**src/rtl/sbox_layer_seq.sv**
```systemverilog
// Nibble-serial sequencer for the 2-share uBlock S-box layer: feeds share nibbles to an external F+G pipeline and reassembles the result.
// Optional build macro SBOX_EXT_GUARDS_EN: guard bits come from port ext_guards instead of the internal LFSR.
module sbox_layer_seq #(
  parameter int NIBBLES  = 16,
  parameter int SBOX_LAT = 2
`ifndef SBOX_EXT_GUARDS_EN
  ,parameter logic [15:0] LFSR_SEED = 16'hACE1
`endif
) (
  input  logic                 clk,
  input  logic                 rst_n,
  input  logic                 in_valid,
  output logic                 in_ready,
  input  logic [4*NIBBLES-1:0] in_s0,
  input  logic [4*NIBBLES-1:0] in_s1,
  output logic                 out_valid,
  input  logic                 out_ready,
  output logic [4*NIBBLES-1:0] out_s0,
  output logic [4*NIBBLES-1:0] out_s1,
  output logic [3:0]           sb_in0,
  output logic [3:0]           sb_in1,
  output logic [1:0]           sb_guards,
  input  logic [3:0]           sb_out0,
  input  logic [3:0]           sb_out1
`ifdef SBOX_EXT_GUARDS_EN
  ,input logic [1:0]           ext_guards
`endif
);

  localparam int W    = 4 * NIBBLES;
  localparam int CMAX = (NIBBLES > SBOX_LAT) ? NIBBLES : SBOX_LAT;
  localparam int CW   = $clog2(CMAX + 1);

  typedef enum logic [1:0] {S_IDLE, S_FEED, S_DRAIN, S_DONE} state_t;

  state_t              r_state;
  state_t              w_next;
  logic [CW-1:0]       r_cnt;
  logic [CW-1:0]       r_cap;
  logic [SBOX_LAT-1:0] r_tag;
  logic [W-1:0]        r_s0;
  logic [W-1:0]        r_s1;
  logic [W-1:0]        r_res0;
  logic [W-1:0]        r_res1;
  logic                w_accept;
  logic                w_feed;
  logic                w_feed_last;
  logic                w_drain_last;

  assign w_feed       = (r_state == S_FEED);
  assign w_accept     = (r_state == S_IDLE) && in_valid;
  assign w_feed_last  = w_feed && (r_cnt == CW'(NIBBLES - 1));
  assign w_drain_last = (r_state == S_DRAIN) && (r_cnt == CW'(SBOX_LAT - 1));

  assign in_ready  = (r_state == S_IDLE) && rst_n;
  assign out_valid = (r_state == S_DONE);
  assign out_s0    = r_res0;
  assign out_s1    = r_res1;

  always_comb begin
    w_next = r_state;
    case (r_state)
      S_IDLE:  if (in_valid)     w_next = S_FEED;
      S_FEED:  if (w_feed_last)  w_next = S_DRAIN;
      S_DRAIN: if (w_drain_last) w_next = S_DONE;
      S_DONE:  if (out_ready)    w_next = S_IDLE;
      default:                   w_next = S_IDLE;
    endcase
  end

  // Shares are selected by separate muxes so the two never meet in one gate.
  always_comb begin
    sb_in0 = 4'h0;
    sb_in1 = 4'h0;
    for (int i = 0; i < NIBBLES; i++) begin
      if (w_feed && (r_cnt == CW'(i))) begin
        sb_in0 = r_s0[4*i +: 4];
        sb_in1 = r_s1[4*i +: 4];
      end
    end
  end

  always_ff @(posedge clk or negedge rst_n) begin
    if (!rst_n) begin
      r_state <= S_IDLE;
      r_cnt   <= '0;
    end else begin
      r_state <= w_next;
      if (w_accept || w_feed_last || w_drain_last)
        r_cnt <= '0;
      else if (w_feed || (r_state == S_DRAIN))
        r_cnt <= r_cnt + CW'(1);
    end
  end

  // The tag pipe mirrors the external S-box latency; its tail marks valid sb_out* data.
  always_ff @(posedge clk or negedge rst_n) begin
    if (!rst_n) begin
      r_tag  <= '0;
      r_cap  <= '0;
      r_s0   <= '0;
      r_s1   <= '0;
      r_res0 <= '0;
      r_res1 <= '0;
    end else begin
      r_tag <= (r_tag << 1) | SBOX_LAT'(w_feed);
      if (w_accept) begin
        r_s0  <= in_s0;
        r_s1  <= in_s1;
        r_cap <= '0;
      end else if (r_tag[SBOX_LAT-1]) begin
        r_cap <= r_cap + CW'(1);
      end
      for (int i = 0; i < NIBBLES; i++) begin
        if (r_tag[SBOX_LAT-1] && (r_cap == CW'(i))) begin
          r_res0[4*i +: 4] <= sb_out0;
          r_res1[4*i +: 4] <= sb_out1;
        end
      end
    end
  end

`ifdef SBOX_EXT_GUARDS_EN
  assign sb_guards = ext_guards;
`else
  logic [15:0] r_lfsr;
  logic        w_fb;

  // Fibonacci LFSR, polynomial x^16+x^14+x^13+x^11+1, shifting toward bit 0.
  assign w_fb      = r_lfsr[0] ^ r_lfsr[2] ^ r_lfsr[3] ^ r_lfsr[5];
  assign sb_guards = r_lfsr[1:0];

  always_ff @(posedge clk or negedge rst_n) begin
    if (!rst_n)
      r_lfsr <= LFSR_SEED;
    else if (w_feed)
      r_lfsr <= {w_fb, r_lfsr[15:1]};
  end
`endif

endmodule

```
**config.mk**
```make
export PLATFORM = sky130hd
export DESIGN_NAME = sbox_layer_seq
export DESIGN_NICKNAME = d
export VERILOG_FILES = /design/src/rtl/sbox_layer_seq.sv
export SDC_FILE = /design/constraint.sdc
export NUM_CORES = 1
export LEC_CHECK = 0
export ABC_AREA = 1
export ABC_CLOCK_PERIOD_IN_PS = 2600
export BUFFER_PORTS_ARGS = -buffer_cell sky130_fd_sc_hd__buf_4
export CORE_AREA = 2 2 162 164
export DETAILED_ROUTE_END_ITERATION = 16
export DIE_AREA = 0 0 164 166
export GPL_ROUTABILITY_DRIVEN = 1
export PLACE_DENSITY = 0.75
export SLEW_MARGIN = 20
export SYNTH_ARGS = -nofsm -noshare
export SYNTH_HDL_FRONTEND = slang
export SYNTH_SLANG_ARGS = --single-unit
```
**constraint.sdc**
```tcl
create_clock -name clk -period 2.6 [get_ports clk]
set_input_delay 0.39 -clock clk [delete_from_list [all_inputs] [get_ports clk]]
set_output_delay 0.39 -clock clk [all_outputs]
set_load 0.01 [all_outputs]
```
; ---- Yosys cells after proc, flatten, opt, wreduce, memory -nomap -nowiden
; Cells that the tools add are included.
[op_classes]
n_mux = 41
n_eq_ne = 37
bitwise_logic = 4
n_reduce_logical = 44
add_sub_neg = 2
[op_table]
columns = operator, n
row1 = $mux W4, 32
row2 = $eq A5 B4 Y1 const B, 16
row3 = $eq A5 B3 Y1 const B, 8
row4 = $logic_and A1 B1 Y1, 35
row5 = $eq A5 B2 Y1 const B, 4
row6 = $mux W5, 4
row7 = $add A5 B1 Y5 const B, 2
row8 = $eq A5 B1 Y1 const B, 2
row9 = $logic_not A5 Y1, 2
row10 = $mux W2, 4
row11 = $pmux W2 S4, 1
row12 = $eq A2 B2 Y1 const B, 2
row13 = $ne A2 B1 Y1 const B, 2
row14 = $ne A2 B2 Y1 const B, 2
row15 = $reduce_and A4 Y1, 1
row16 = $reduce_bool A2 Y1, 2
row17 = $logic_or A1 B1 Y1, 3
row18 = $xor A1 B1 Y1, 3
row19 = $eq A2 B1 Y1 const B, 1
row20 = $logic_not A2 Y1, 1
row21 = $or A2 B1 Y2, 1
[totals]
reg_bits = 286
word_cells = 167
input_bits = 140

; ---- Logic depth before layout (Yosys ltp)
[logic_depth]
word_depth = 18
mapped_depth = 25
depth_no_buf = 23

; ---- Least setup slack after synthesis
; Ideal clock, no wire load.
[synth_timing]
path_type = register to output
start = register r_state[1]
end = output port sb_in0[0]
path_buffers = 2
t_arrival_ps = 2122
path_stages_with_launch = 24
required_time_ps = 2210
slack_ps = 88
path_cell_list = dfrtp_1 > inv_1 > ha_1 > buf_4 > inv_4 > nor2_8 > nand2_4 > nor2_8 > buf_6 > nor2_1 > nand2_1 > nand2_1 > nand2_1 > nand2_1 > o211ai_1 > nand3_1 > nand2_1 > nand2_1 > nand2_1 > nand2_1 > nand2_1 > nand2_1 > nand2_1 > nand2_1
[synth_between]
elab_chain_len = 18
elab_cells_between_ends = 33
classes_between = eq/ne (1) / mux (16) / reduce/logical (16)
[synth_lines]
columns = item, line
row1 = start: declaration, 36  ; state_t r_state;
row2 = start signal: assignment, 88  ; r_state <= w_next;
row3 = $eq A2 B1 Y1 (*), 50  ; assign w_feed = (r_state == S_FEED);
row4 = net w_feed, 46  ; logic w_feed;
row5 = $logic_and A1 B1 Y1, 76  ; if (w_feed && (r_cnt == CW'(i))) begin
row6 = $mux W4 (15 in a row), 76
row7 = $mux W4 (*), 76
row8 = end: declaration, 20  ; output logic [3:0] sb_in0,
; The timed path passes the listed nets; every way through them passes the cells marked *.

; ---- Worst setup path in the final report
[layout_timing]
start = register r_state[1]
end = output port sb_in1[2]
[layout_between]
elab_chain_len = 18
elab_cells_between_ends = 33
classes_between = eq/ne (1) / mux (16) / reduce/logical (16)
[layout_lines]
columns = item, line
row1 = $eq A2 B1 Y1 (*), 50
row2 = net w_feed, 46
row3 = $logic_and A1 B1 Y1, 76
row4 = $mux W4 (15 in a row), 76
row5 = $mux W4 (*), 76
row6 = end: declaration, 21  ; output logic [3:0] sb_in1,
; Marked as above.

==> flow_metrics.py <==
metrics = {
    "place": {
        "gp_congestion": 0.914,
        "dpl.hpwl_um": 22700,
        "port_buffers": 279,
        "dp_slack_ps": -205,
    },
    "synth": {
        "synth_top_cell_area_share": 0.566,
        "ys_seq_area_frac": 0.583,
        "synthAdderAreaFrac": 0.0153,
        "synth-compound-area-share": 0.0863,
        "synth_top_family_by_area": "simple AND/OR/NAND/NOR gates",
        "synth-simple-area-share": 0.272,
        "syn_inst": 1464,
        "yosys-top-cells-area": "dfrtp_1 57%, nand2_1 18%, a21oi_1 6.1%",
        "synth_area_um2": 12300,
        "ys_types": 30,
        "synthesis.nets": 1619,
        "synth_area_leader_cell": "dfrtp_1",
        "synth-seq-cells": 286,
        "avgSynthCellArea_um2": 8.39,
        "yosys-mux-area-fraction": 0,
        "synth-xor-area-share": 0.00285,
        "yosys_warnings": 0,
    },
    "route": {
        "drtIter0Drc": 960,
        "routed_via_density": 5.09,
        "dr.pass1.iters": 5,
        "wire_per_inst_um": 15.2,
        "dr_total_vias": 10800,
        "drc": 0,
        "detail-route-antenna-nets": 0,
        "routed_wl_um": 32300,
    },
    "timing": {
        "rsz0062_at_grt": "true",
        "maxSlewHeadroom": 0.416,
        "worst_pin_slew_ps": 876,
        "worst_hold_slack_ps": 48.4,
        "hold_viol": 0,
        "timing.final.ws_setup_ps": -701,
        "finClkSkew_ps": 10.6,
        "max_freq_mhz": 303,
        "period_share": 1.27,
        "setup_viol": 8,
        "fin_setup_tns_ps": -5210,
        "maxSlewViolCount": 0,
        "finalCriticalPeriod_ps": 3300,
    },
    "finish": {
        "layout_commonest_cell": "nand2_1",
        "layout_common_cells": "581 x nand2_1, 325 x buf_4, 278 x dfrtp_1",
        "syn2layout_area_growth_pct": 32.0,
        "final_net_count": 1926,
        "drive_gt1_frac": 0.261,
        "diodes": 0,
    },
    "setup_path": {
        "required_ps": 2210,
        "crit_chain": "inv_2 -> ha_4 -> buf_6 -> nand3_4 -> nor3_4 -> nand2_1 -> nand2_1 -> nand2_1 -> nand2_1 -> nand2_2 -> nand2_1 -> o211ai_1 -> nand3_1 -> nand2_1 -> nand2_1 -> nand2_1 -> nand2_1 -> nand2_1 -> nand2_2 -> nand2_2 -> nand2_2 -> buf_6",
        "start_kind": "flop",
        "cp_common_cell": "nand2_1",
        "cp.buffers_inverters": 3,
        "slowest_delay_ps": 390,
        "arrival_ps": 2910,
        "end_kind": "output port",
        "critPathKind": "reg -> out",
        "cp_max_fo": 6,
        "slowest_stage": "dfrtp_1",
        "crit_family": "simple AND/OR/NAND/NOR gates",
    },
    "clocking": {
        "clock_sink_count": 286,
        "path_clk_slew_ps": 60,
        "numCtsBuffers": 28,
        "htreeDepth": 1,
        "cts_max_path_buffers": 3,
        "cts_root_buf": "clkbuf_16",
        "cts_tree": "yes",
        "clk_latency_ps": 540,
    },
    "floorplan": {
        "die_h_um": 166,
        "die_x_um": 164,
        "pin_count": 280,
        "die_area_um2": 27200,
        "rows": 59,
        "coreArea_um2": 25600,
        "start_util": 0.480,
    },
    "power_and_ir_drop": {
        "p_leak_nw": 8.18,
        "ir_worst_vdd_v": 0.000749,
        "power_density_nw_per_um2": 1130,
        "power_mw": 18.3,
    },
    "grt": {
        "grt_pass1_wl_um": 52500,
        "overflow": 0,
        "grt_max_degree": 136,
        "grt_pass1_vias": 10400,
        "grt.total_usage": 0.237,
        "antenna_found_initial": 0,
    },
    "flow_run": {
        "maxCapViolCount": 0,
    },
    "min_path": {
        "worstHoldPathType": "in -> reg",
    },
    "outcome": {
        "status": "finished with violations",
        "failed_checks": "setup timing",
    },
}
kinds of logic after synthesis:
group	after synthesis
flops	286
simple gates	830
fa+ha+maj	15
buf+inv	121
xor+xnor	4
compound gates	208
cell usage after synthesis:
cell type	n
clkbuf_1	57
or2_1	4
o211ai_1	4
nor3_1	11
nand2_2	2
buf_6	3
inv_4	1
nor2_2	7
buf_4	4
a221oi_1	1
inv_1	46
nand3_1	26
dfstp_2	8
inv_2	10
nand3_4	1
nand2_1	595
a211oi_1	2
o21ai_1	1
xnor2_1	3
nor2_8	2
a21oi_1	150
xor2_1	1
o21ai_0	50
nor2_1	165
or2_2	6
nor3_4	1
nand2_4	5
dfrtp_1	278
ha_1	15
nor2_4	5
path summary, 6_finish.rpt:
check | cells after the start | start | end | slack, ps
worst min-delay path | 3 | in_s1[48] | r_s1[48] | 50
worst max register to register | 11 | r_cnt[0] | r_state[0] | 410
min in group asynchronous | 2 | rst_n | out_s1[13] | 300
max in group asynchronous | 3 | rst_n | out_s0[2] | 1160
worst max-delay path | 22 | r_state[1] | sb_in1[2] | -700
worst min register to register | 0 | r_tag[0] | r_tag[1] | 370
per-layer routing:
layer / GRT usage / wire length, um / up-vias
li1: - / - / 5234
met1: 0.333 / 14000 / 5120
met2: 0.387 / 15100 / 416
met3: 0.0352 / 2400 / 60
met4: 0.0645 / 838 / 0
met5: 0 / 0 / -
flip-flops by register name, summed over array words and instances (netlist names):
register / flops
r_lfsr: 16
r_cnt: 5
out_s1: 64
r_s1: 64
r_cap: 5
r_state: 2
r_tag: 2
out_s0: 64
r_s0: 64
area by class of cell:
type	instances	area (um^2)
timing repair buffer	340	2660
clock buffer	35	788
clock inverter	17	224
inverter	57	219
sequential	286	7170
tap	335	419
fill	2132	9390
multi-input combinational	1058	4740
what timing repair did:
action / CTS / global route
pin swaps: 22 / 18
gates cloned: 1 / 0
buffers inserted: 5 / 1
hold buffers: 1 / 0
endpoints found under the hold margin: 25 / 0
gates resized for setup: 16 / 21
setup endpoints to repair: 8 / 8
where the power goes:
group / internal (mW) / switching [mW] / total, mW
Combinational: 2.90 / 3.77 / 6.67
Sequential: 6.18 / 1.11 / 7.29
Clock: 2.65 / 1.70 / 4.35
Total: 11.7 / 6.58 / 18.3
tightest hold or removal path: cells and delay by family:
kind | cells | cell delay (ps)
buffers and inverters | 1 | 80
AND/OR/NAND/NOR | 2 | 90
metrics by stage:
step                cell area (um^2)  std cells   util
floorplan                      12300       1464      -
global placement               15000       2068  0.586
detailed placement             15000       2068  0.586
CTS                            16200       2127  0.631
global route                   16200       2128  0.633
finish                         16200       2128  0.633
Note: power is estimated with default switching activity, not from simulation.
